## config.mk

```make
export PLATFORM = sky130hd
export DESIGN_NAME = ram_arbiter_flat
export DESIGN_NICKNAME = d
export VERILOG_FILES = /design/src/rtl/ram_arb_pkg.sv /design/src/rtl/ram_arbiter_if.sv /design/src/rtl/ram_arbiter_rr_arb2.sv /design/src/rtl/ram_arbiter.sv /design/src/flat_wrapper.sv
export SDC_FILE = /design/constraint.sdc
export NUM_CORES = 1
export LEC_CHECK = 0
export CAP_MARGIN = 20
export CORE_MARGIN = 1.5
export CORE_UTILIZATION = 25
export CTS_CLUSTER_DIAMETER = 150
export DETAILED_ROUTE_END_ITERATION = 7
export GPL_TIMING_DRIVEN = 0
export HOLD_SLACK_MARGIN = 0.06
export PLACE_DENSITY = 0.63
export SYNTH_ARGS = -nofsm -noshare
export SYNTH_HDL_FRONTEND = slang
export SYNTH_SLANG_ARGS = --single-unit
```

## constraint.sdc

```tcl
create_clock -name ram_clk -period 6.4 [get_ports ram_clk]
set_input_delay 1.6 -clock ram_clk [delete_from_list [all_inputs] [get_ports ram_clk]]
set_output_delay 1.6 -clock ram_clk [all_outputs]
set_load 0.03 [all_outputs]
```

## src/rtl/ram_arb_pkg.sv

```systemverilog
// Shared types for the two-master RAM arbiter.
// FSM states, byte-strobe encodings and owner IDs.
package ram_arb_pkg;

    typedef enum logic [1:0] {
        ST_IDLE,
        ST_CMD,
        ST_RDWAIT,
        ST_RDRET
    } state_e;

    typedef enum logic {
        OWN_M0 = 1'b0,
        OWN_M1 = 1'b1
    } owner_e;

    localparam logic [3:0] BE_READ  = 4'h0;
    localparam logic [3:0] BE_WRITE = 4'hF;

    // The RAM only supports whole-word accesses.
    function automatic logic be_ok(input logic [3:0] be);
        return (be == BE_READ) || (be == BE_WRITE);
    endfunction

endpackage

```

## src/rtl/ram_arbiter_if.sv

```systemverilog
// Per-master request/response bundle for the RAM arbiter.
// The master drives the request side; the arbiter drives the responses.
interface ram_arb_if #(
    parameter int DATA_W = 32,
    parameter int ADDR_W = 32
);
    logic              req;
    logic [3:0]        be;
    logic [ADDR_W-1:0] addr;
    logic [DATA_W-1:0] wdata;
    logic              gnt;
    logic              err;
    logic              rvalid;
    logic [DATA_W-1:0] rdata;

    modport master (
        output req,
        output be,
        output addr,
        output wdata,
        input  gnt,
        input  err,
        input  rvalid,
        input  rdata
    );

    modport slave (
        input  req,
        input  be,
        input  addr,
        input  wdata,
        output gnt,
        output err,
        output rvalid,
        output rdata
    );
endinterface

```

## src/rtl/ram_arbiter_rr_arb2.sv

```systemverilog
// Two-way round-robin picker; remembers the last master it selected.
// On a tie the master that did not win last time is picked.
module rr_arb2
    import ram_arb_pkg::*;
(
    input  logic       i_clk,
    input  logic       i_rst_p,
    input  logic [1:0] i_req,
    input  logic       i_upd,
    output logic [1:0] o_gnt_oh,
    output owner_e     o_owner
);

    owner_e r_last;

    always_comb begin
        o_owner  = OWN_M0;
        o_gnt_oh = 2'b00;
        unique case (i_req)
            2'b01: o_owner = OWN_M0;
            2'b10: o_owner = OWN_M1;
            2'b11: begin
                if (r_last == OWN_M0)
                    o_owner = OWN_M1;
                else
                    o_owner = OWN_M0;
            end
            default: o_owner = OWN_M0;
        endcase
        if (|i_req) begin
            if (o_owner == OWN_M1)
                o_gnt_oh = 2'b10;
            else
                o_gnt_oh = 2'b01;
        end
    end

    // Reset to M1 so that M0 wins the first tie.
    always_ff @(posedge i_clk or posedge i_rst_p) begin
        if (i_rst_p)
            r_last <= OWN_M1;
        else if (i_upd && (|i_req))
            r_last <= o_owner;
    end

endmodule

```

## src/rtl/ram_arbiter.sv

```systemverilog
// Serialises two masters onto a single-port 2048x32 RAM.
// One access in flight; illegal requests are rejected from IDLE.
module ram_arbiter
    import ram_arb_pkg::*;
#(
    parameter int DATA_W  = 32,
    parameter int ADDR_W  = 32,
    parameter int DEPTH_W = 11
) (
    input  logic              ram_clk,
    input  logic              ram_rst_p,
    ram_arb_if.slave          m0,
    ram_arb_if.slave          m1,
    output logic              ram_en,
    output logic [3:0]        ram_we,
    output logic [ADDR_W-1:0] ram_addr,
    output logic [DATA_W-1:0] ram_wr,
    input  logic [DATA_W-1:0] ram_rd
);

    state_e            r_state;
    owner_e            r_owner;
    logic              r_is_rd;
    logic              r_en;
    logic [3:0]        r_we;
    logic [ADDR_W-1:0] r_addr;
    logic [DATA_W-1:0] r_wr;
    logic              r_rv0;
    logic              r_rv1;
    logic [DATA_W-1:0] r_rd0;
    logic [DATA_W-1:0] r_rd1;

    logic [1:0]        w_req;
    logic [1:0]        w_pick;
    owner_e            w_win;
    logic [3:0]        w_be;
    logic [ADDR_W-1:0] w_addr;
    logic [DATA_W-1:0] w_wdata;
    logic              w_idle;
    logic              w_any;
    logic              w_in_range;
    logic              w_legal;
    logic              w_gnt;
    logic              w_err;

    assign w_req  = {m1.req, m0.req};
    assign w_idle = (r_state == ST_IDLE);
    assign w_any  = |w_pick;

    rr_arb2 u_arb (
        .i_clk    (ram_clk),
        .i_rst_p  (ram_rst_p),
        .i_req    (w_req),
        .i_upd    (w_idle),
        .o_gnt_oh (w_pick),
        .o_owner  (w_win)
    );

    assign w_be    = (w_win == OWN_M1) ? m1.be    : m0.be;
    assign w_addr  = (w_win == OWN_M1) ? m1.addr  : m0.addr;
    assign w_wdata = (w_win == OWN_M1) ? m1.wdata : m0.wdata;

    assign w_in_range = ((w_addr >> DEPTH_W) == '0);
    assign w_legal    = be_ok(w_be) && w_in_range;

    // Accept/reject are decided combinationally while IDLE.
    assign w_gnt = w_idle & w_any & w_legal;
    assign w_err = w_idle & w_any & ~w_legal;

    assign m0.gnt    = w_gnt & w_pick[0];
    assign m1.gnt    = w_gnt & w_pick[1];
    assign m0.err    = w_err & w_pick[0];
    assign m1.err    = w_err & w_pick[1];
    assign m0.rvalid = r_rv0;
    assign m1.rvalid = r_rv1;
    assign m0.rdata  = r_rd0;
    assign m1.rdata  = r_rd1;

    assign ram_en   = r_en;
    assign ram_we   = r_we;
    assign ram_addr = r_addr;
    assign ram_wr   = r_wr;

    always_ff @(posedge ram_clk or posedge ram_rst_p) begin
        if (ram_rst_p) begin
            r_state <= ST_IDLE;
            r_owner <= OWN_M0;
            r_is_rd <= 1'b0;
            r_en    <= 1'b0;
            r_we    <= BE_READ;
            r_addr  <= '0;
            r_wr    <= '0;
            r_rv0   <= 1'b0;
            r_rv1   <= 1'b0;
            r_rd0   <= '0;
            r_rd1   <= '0;
        end else begin
            r_rv0 <= 1'b0;
            r_rv1 <= 1'b0;
            unique case (r_state)
                ST_IDLE: begin
                    if (w_gnt) begin
                        r_en    <= 1'b1;
                        r_we    <= (w_be == BE_WRITE) ? BE_WRITE : BE_READ;
                        r_addr  <= w_addr;
                        r_wr    <= w_wdata;
                        r_owner <= w_win;
                        r_is_rd <= (w_be == BE_READ);
                        r_state <= ST_CMD;
                    end
                end
                ST_CMD: begin
                    r_en    <= 1'b0;
                    r_we    <= BE_READ;
                    r_state <= r_is_rd ? ST_RDWAIT : ST_IDLE;
                end
                // RAM output register holds the word during this cycle.
                ST_RDWAIT: begin
                    if (r_owner == OWN_M1) begin
                        r_rd1 <= ram_rd;
                        r_rv1 <= 1'b1;
                    end else begin
                        r_rd0 <= ram_rd;
                        r_rv0 <= 1'b1;
                    end
                    r_state <= ST_RDRET;
                end
                ST_RDRET: begin
                    r_state <= ST_IDLE;
                end
                default: r_state <= ST_IDLE;
            endcase
        end
    end

endmodule

```

## src/flat_wrapper.sv

```systemverilog
// flat-port wrapper written by rule: the top's interface ports become plain ports
module ram_arbiter_flat import ram_arb_pkg::*;
#(
    parameter int DATA_W  = 32,
    parameter int ADDR_W  = 32,
    parameter int DEPTH_W = 11
)
  (ram_clk, ram_rst_p, ram_en, ram_we, ram_addr, ram_wr, ram_rd, m0_req, m0_be, m0_addr, m0_wdata, m0_gnt, m0_err, m0_rvalid, m0_rdata, m1_req, m1_be, m1_addr, m1_wdata, m1_gnt, m1_err, m1_rvalid, m1_rdata);
  ram_arb_if #(.DATA_W(DATA_W), .ADDR_W(ADDR_W)) m0_i ();
  ram_arb_if #(.DATA_W(DATA_W), .ADDR_W(ADDR_W)) m1_i ();
  input  logic ram_clk;
  input  logic ram_rst_p;
  output logic ram_en;
  output logic [3:0] ram_we;
  output logic [ADDR_W-1:0] ram_addr;
  output logic [DATA_W-1:0] ram_wr;
  input  logic [DATA_W-1:0] ram_rd;
  input wire logic [$bits(m0_i.req)-1:0] m0_req;
  input wire logic [$bits(m0_i.be)-1:0] m0_be;
  input wire logic [$bits(m0_i.addr)-1:0] m0_addr;
  input wire logic [$bits(m0_i.wdata)-1:0] m0_wdata;
  output wire logic [$bits(m0_i.gnt)-1:0] m0_gnt;
  output wire logic [$bits(m0_i.err)-1:0] m0_err;
  output wire logic [$bits(m0_i.rvalid)-1:0] m0_rvalid;
  output wire logic [$bits(m0_i.rdata)-1:0] m0_rdata;
  input wire logic [$bits(m1_i.req)-1:0] m1_req;
  input wire logic [$bits(m1_i.be)-1:0] m1_be;
  input wire logic [$bits(m1_i.addr)-1:0] m1_addr;
  input wire logic [$bits(m1_i.wdata)-1:0] m1_wdata;
  output wire logic [$bits(m1_i.gnt)-1:0] m1_gnt;
  output wire logic [$bits(m1_i.err)-1:0] m1_err;
  output wire logic [$bits(m1_i.rvalid)-1:0] m1_rvalid;
  output wire logic [$bits(m1_i.rdata)-1:0] m1_rdata;
  assign m0_i.req = m0_req;
  assign m0_i.be = m0_be;
  assign m0_i.addr = m0_addr;
  assign m0_i.wdata = m0_wdata;
  assign m0_gnt = m0_i.gnt;
  assign m0_err = m0_i.err;
  assign m0_rvalid = m0_i.rvalid;
  assign m0_rdata = m0_i.rdata;
  assign m1_i.req = m1_req;
  assign m1_i.be = m1_be;
  assign m1_i.addr = m1_addr;
  assign m1_i.wdata = m1_wdata;
  assign m1_gnt = m1_i.gnt;
  assign m1_err = m1_i.err;
  assign m1_rvalid = m1_i.rvalid;
  assign m1_rdata = m1_i.rdata;
  ram_arbiter #(.DATA_W(DATA_W), .ADDR_W(ADDR_W), .DEPTH_W(DEPTH_W)) u_core (.ram_clk(ram_clk), .ram_rst_p(ram_rst_p), .m0(m0_i), .m1(m1_i), .ram_en(ram_en), .ram_we(ram_we), .ram_addr(ram_addr), .ram_wr(ram_wr), .ram_rd(ram_rd));
endmodule
```

==> impl_metrics.yaml <==
status:
  status: "completed"
routing:
  drc_errors: 0
  wl_per_cell_um: 15.5
  ant_nets: 0
  first_pass_iters: 5
  drt-total-wl_um: 18700
  dr.first_iter.drc_count: 235
  vias: 4995
  viasPerCell: 4.15
power_and_ir_drop:
  vdd_drop_max_mv: 0.144
  swShare_pct: 24.4
  p_comb_share_pct: 9.4
  pwr_density_cell_mw_per_mm2: 206
  leakagePower_uw: 0.00458
  power.switching_uw: 509
  p_clk_share_pct: 48.9
  p_int_uw: 1570
  seqPwrFrac_pct: 41.7
sta:
  period_share_pct: 89.4
  report.final.slew_viol_count: 0
  setup_viol: 0
  worst_slew_pin_slew_ns: 0.656
  rsz0062_at_grt: "false"
  hold_viol: 0
  relSlewSlack_pct: 56.2
  skew_ns: 0.0165
  period_needed_ns: 5.72
  layout_setup_ws_ns: 0.681
  max_freq_mhz: 175
cells_and_area:
  most-common-layout-cells: "310 x clkdlybuf4s50_1, 233 x nand2_1, 136 x dfrtp_1"
  final_util_pct: 43.0
  drive_gt1_share_pct: 13.5
  diodes: 0
  nets: 1045
  mostFrequentLayoutCell: "clkdlybuf4s50_1"
  area_growth_pct: 69.4
  finalInstanceArea_mm2: 0.0101
  fillers: 2267
  layoutNonFillerInstCount: 1205
synth:
  synth_adder_area_share_pct: 0
  synth_xor_area_share_pct: 0
  synthArstFlopShare_pct: 100
  yosysSeqAreaShare_pct: 57.5
  synthMuxAreaShare_pct: 17.3
  synth_edf_count: 0
  synth_seq_cells: 137
  synth_top_family_by_area: "simple AND/OR/NAND/NOR gates"
  synth-main-ff-cell: "dfrtp_1"
  avgSynthCellArea_um2: 11.0
  syn-instance-count: 543
  ys_types: 31
  synth_warnings: 0
  netlist_area_mm2: 0.00596
  synth_compound_area_share_pct: 1.72
  synth_simple_gate_area_share_pct: 20.0
  syn_nets: 715
clock_tree:
  ctsResizeCount: 0
  htreeDepth: 4
  cts-hold-fix-buffers: 0
  cts_buffers: 17
  cts_tree: "yes"
  clkTransAtPathRegs_ns: 0.07
  cts_setup_buffers: 0
  root_buffer: "clkbuf_16"
  clock_sinks: 137
  clk_latency_ns: 0.42
  ctsLongestPathBuffers: 2
critical_path:
  critical_path_required_ns: 4.80
  crit_path_cell_trace: "clkdlybuf4s50_1, nand2_1, nand2_1, clkbuf_1, buf_1, nor3_1, clkdlybuf4s50_1"
  start_kind: "input port"
  worstPathArrival_ns: 4.12
  cp_num_buf_inv: 4
  crit_family: "buffers and inverters"
  crit_path_top_delay_cell: "clkdlybuf4s50_1"
  path_max_fanout: 10
  worstSetupPathType: "input port to output port"
  critPathCaptureType: "output port"
  slowest_delay_ns: 0.68
global_route:
  grt_pass1_vias: 5182
  grt_first_pass_wirelength_um: 28500
  grt-ovfl-total: 0
  grt_max_degree: 85
  grt_usage_pct: 15.2
  antenna_found_initial: 0
placed_design:
  portBuffers: 310
  gp_congestion: 0.774
  dpl.cell_count: 1173
  place_ws_ns: 0.597
  dp_hpwl_um: 13900
  dpl_cell_area_mm2: 0.00950
die:
  initial_core_util_pct: 25.4
  fp.dieH_um: 157
  ios: 311
  core_area_mm2: 0.0235
  num_rows: 56
  dieArea_mm2: 0.0248
  die_w_um: 157
job:
  cap_violations: 0
hold_path:
  hold_class: "flop to flop"
-- cells by family (layout without fill, tap and decap cells) --
kind of cell,Yosys count,after routing
simple gates,285,285
flops,137,137
mux,79,79
buf+inv,32,375
compound gates,10,10
-- per-stage QoR --
step / hold WS (ns) / setup TNS, ns / power (uW)
2_1_floorplan: 0.482 / 0 / 946
5_1_grt: 0.490 / 0 / 2170
3_3_place_gp: 0.456 / -158.20 / 1080
4_1_cts: 0.477 / 0 / 2120
3_5_place_dp: 0.461 / 0 / 1080
6_report: 0.473 / 0 / 2080
-- cells in the mapped netlist, drive strengths merged, types with 2 or more instances --
| library cell | count | area share (%) |
|---|---|---|
| nand2 | 233 | 15 |
| dfrtp | 136 | 57 |
| mux2 | 76 | 17 |
| and2 | 24 | 2.5 |
| buf | 16 | 2.5 |
| clkbuf | 13 | 0.82 |
| nor4 | 8 | 0.84 |
| nor2 | 6 | 0.38 |
| nand4 | 4 | 0.42 |
| nor3 | 4 | 0.34 |
| inv | 3 | 0.19 |
| mux2i | 3 | 0.50 |
| nand2b | 3 | 0.31 |
| a211oi | 2 | 0.67 |
| o21ai | 2 | 0.17 |
| or4 | 2 | 0.38 |
-- path summary, 6_finish.rpt --
check	start	endpoint	slack, ns	cells past startpoint
setup / recovery	m0_req	m1_err	0.68	7
hold / removal	u_core.m1.rdata[23]	u_core.m1.rdata[23]	0.47	2
setup reg to reg	u_core.u_arb.r_last	u_core.ram_wr[0]	4.27	7
hold reg to reg	u_core.m1.rdata[23]	u_core.m1.rdata[23]	0.47	2
max in group asynchronous	ram_rst_p	async pin	3.97	3
min in group asynchronous	ram_rst_p	u_core.m0.rdata[7]	1.60	2
-- layout make-up --
cell class	instances	area, um^2	share of cell area, %
sequential	137	3430	33.9
clock buffer	17	425	4.21
tap	319	399	3.95
buffer	29	198	1.96
inverter	3	16.3	0.161
multi-input combinational	374	2330	23.0
timing repair buffer	311	3130	31.0
clock inverter	15	179	1.77
-- flip-flops by register name, indices dropped and copies added, names as in the netlist, named ones only --
name,flops
u_core.m1.rvalid,1
u_core.m0.rvalid,1
u_core.r_owner,1
u_core.ram_en,1
u_core.ram_addr,32
u_core.r_is_rd,1
u_core.ram_wr,32
u_core.m1.rdata,32
u_core.m0.rdata,32
u_core.ram_we,1
u_core.u_arb.r_last,1
u_core.r_state,1
-- power by group through the flow --
stage               combinational (uW)  sequential (uW)  clock, uW
floorplan                         62.1              884          0
global placement                   195              885          0
detailed placement                 198              884          0
CTS                                200              868       1060
global route                       215              868       1090
finish                             196              868       1020
-- per-layer routing --
metal,GRT usage (%),part of all wire (%)
met2,23.9,46
met4,5.66,2.2
met3,5.18,7.5
met1,19.2,44
met5,0,0
-- worst reg2reg max path, cell delays in order (launching register included) --
cell and delay, ns:
dfstp_2 0.54, nand2_1 0.06, nand2_1 0.09, clkbuf_1 0.47, buf_1 0.55, nand2_1 0.12
nand2_1 0.10, mux2_4 0.14
No activity file was read; power rests on OpenSTA's default activity.
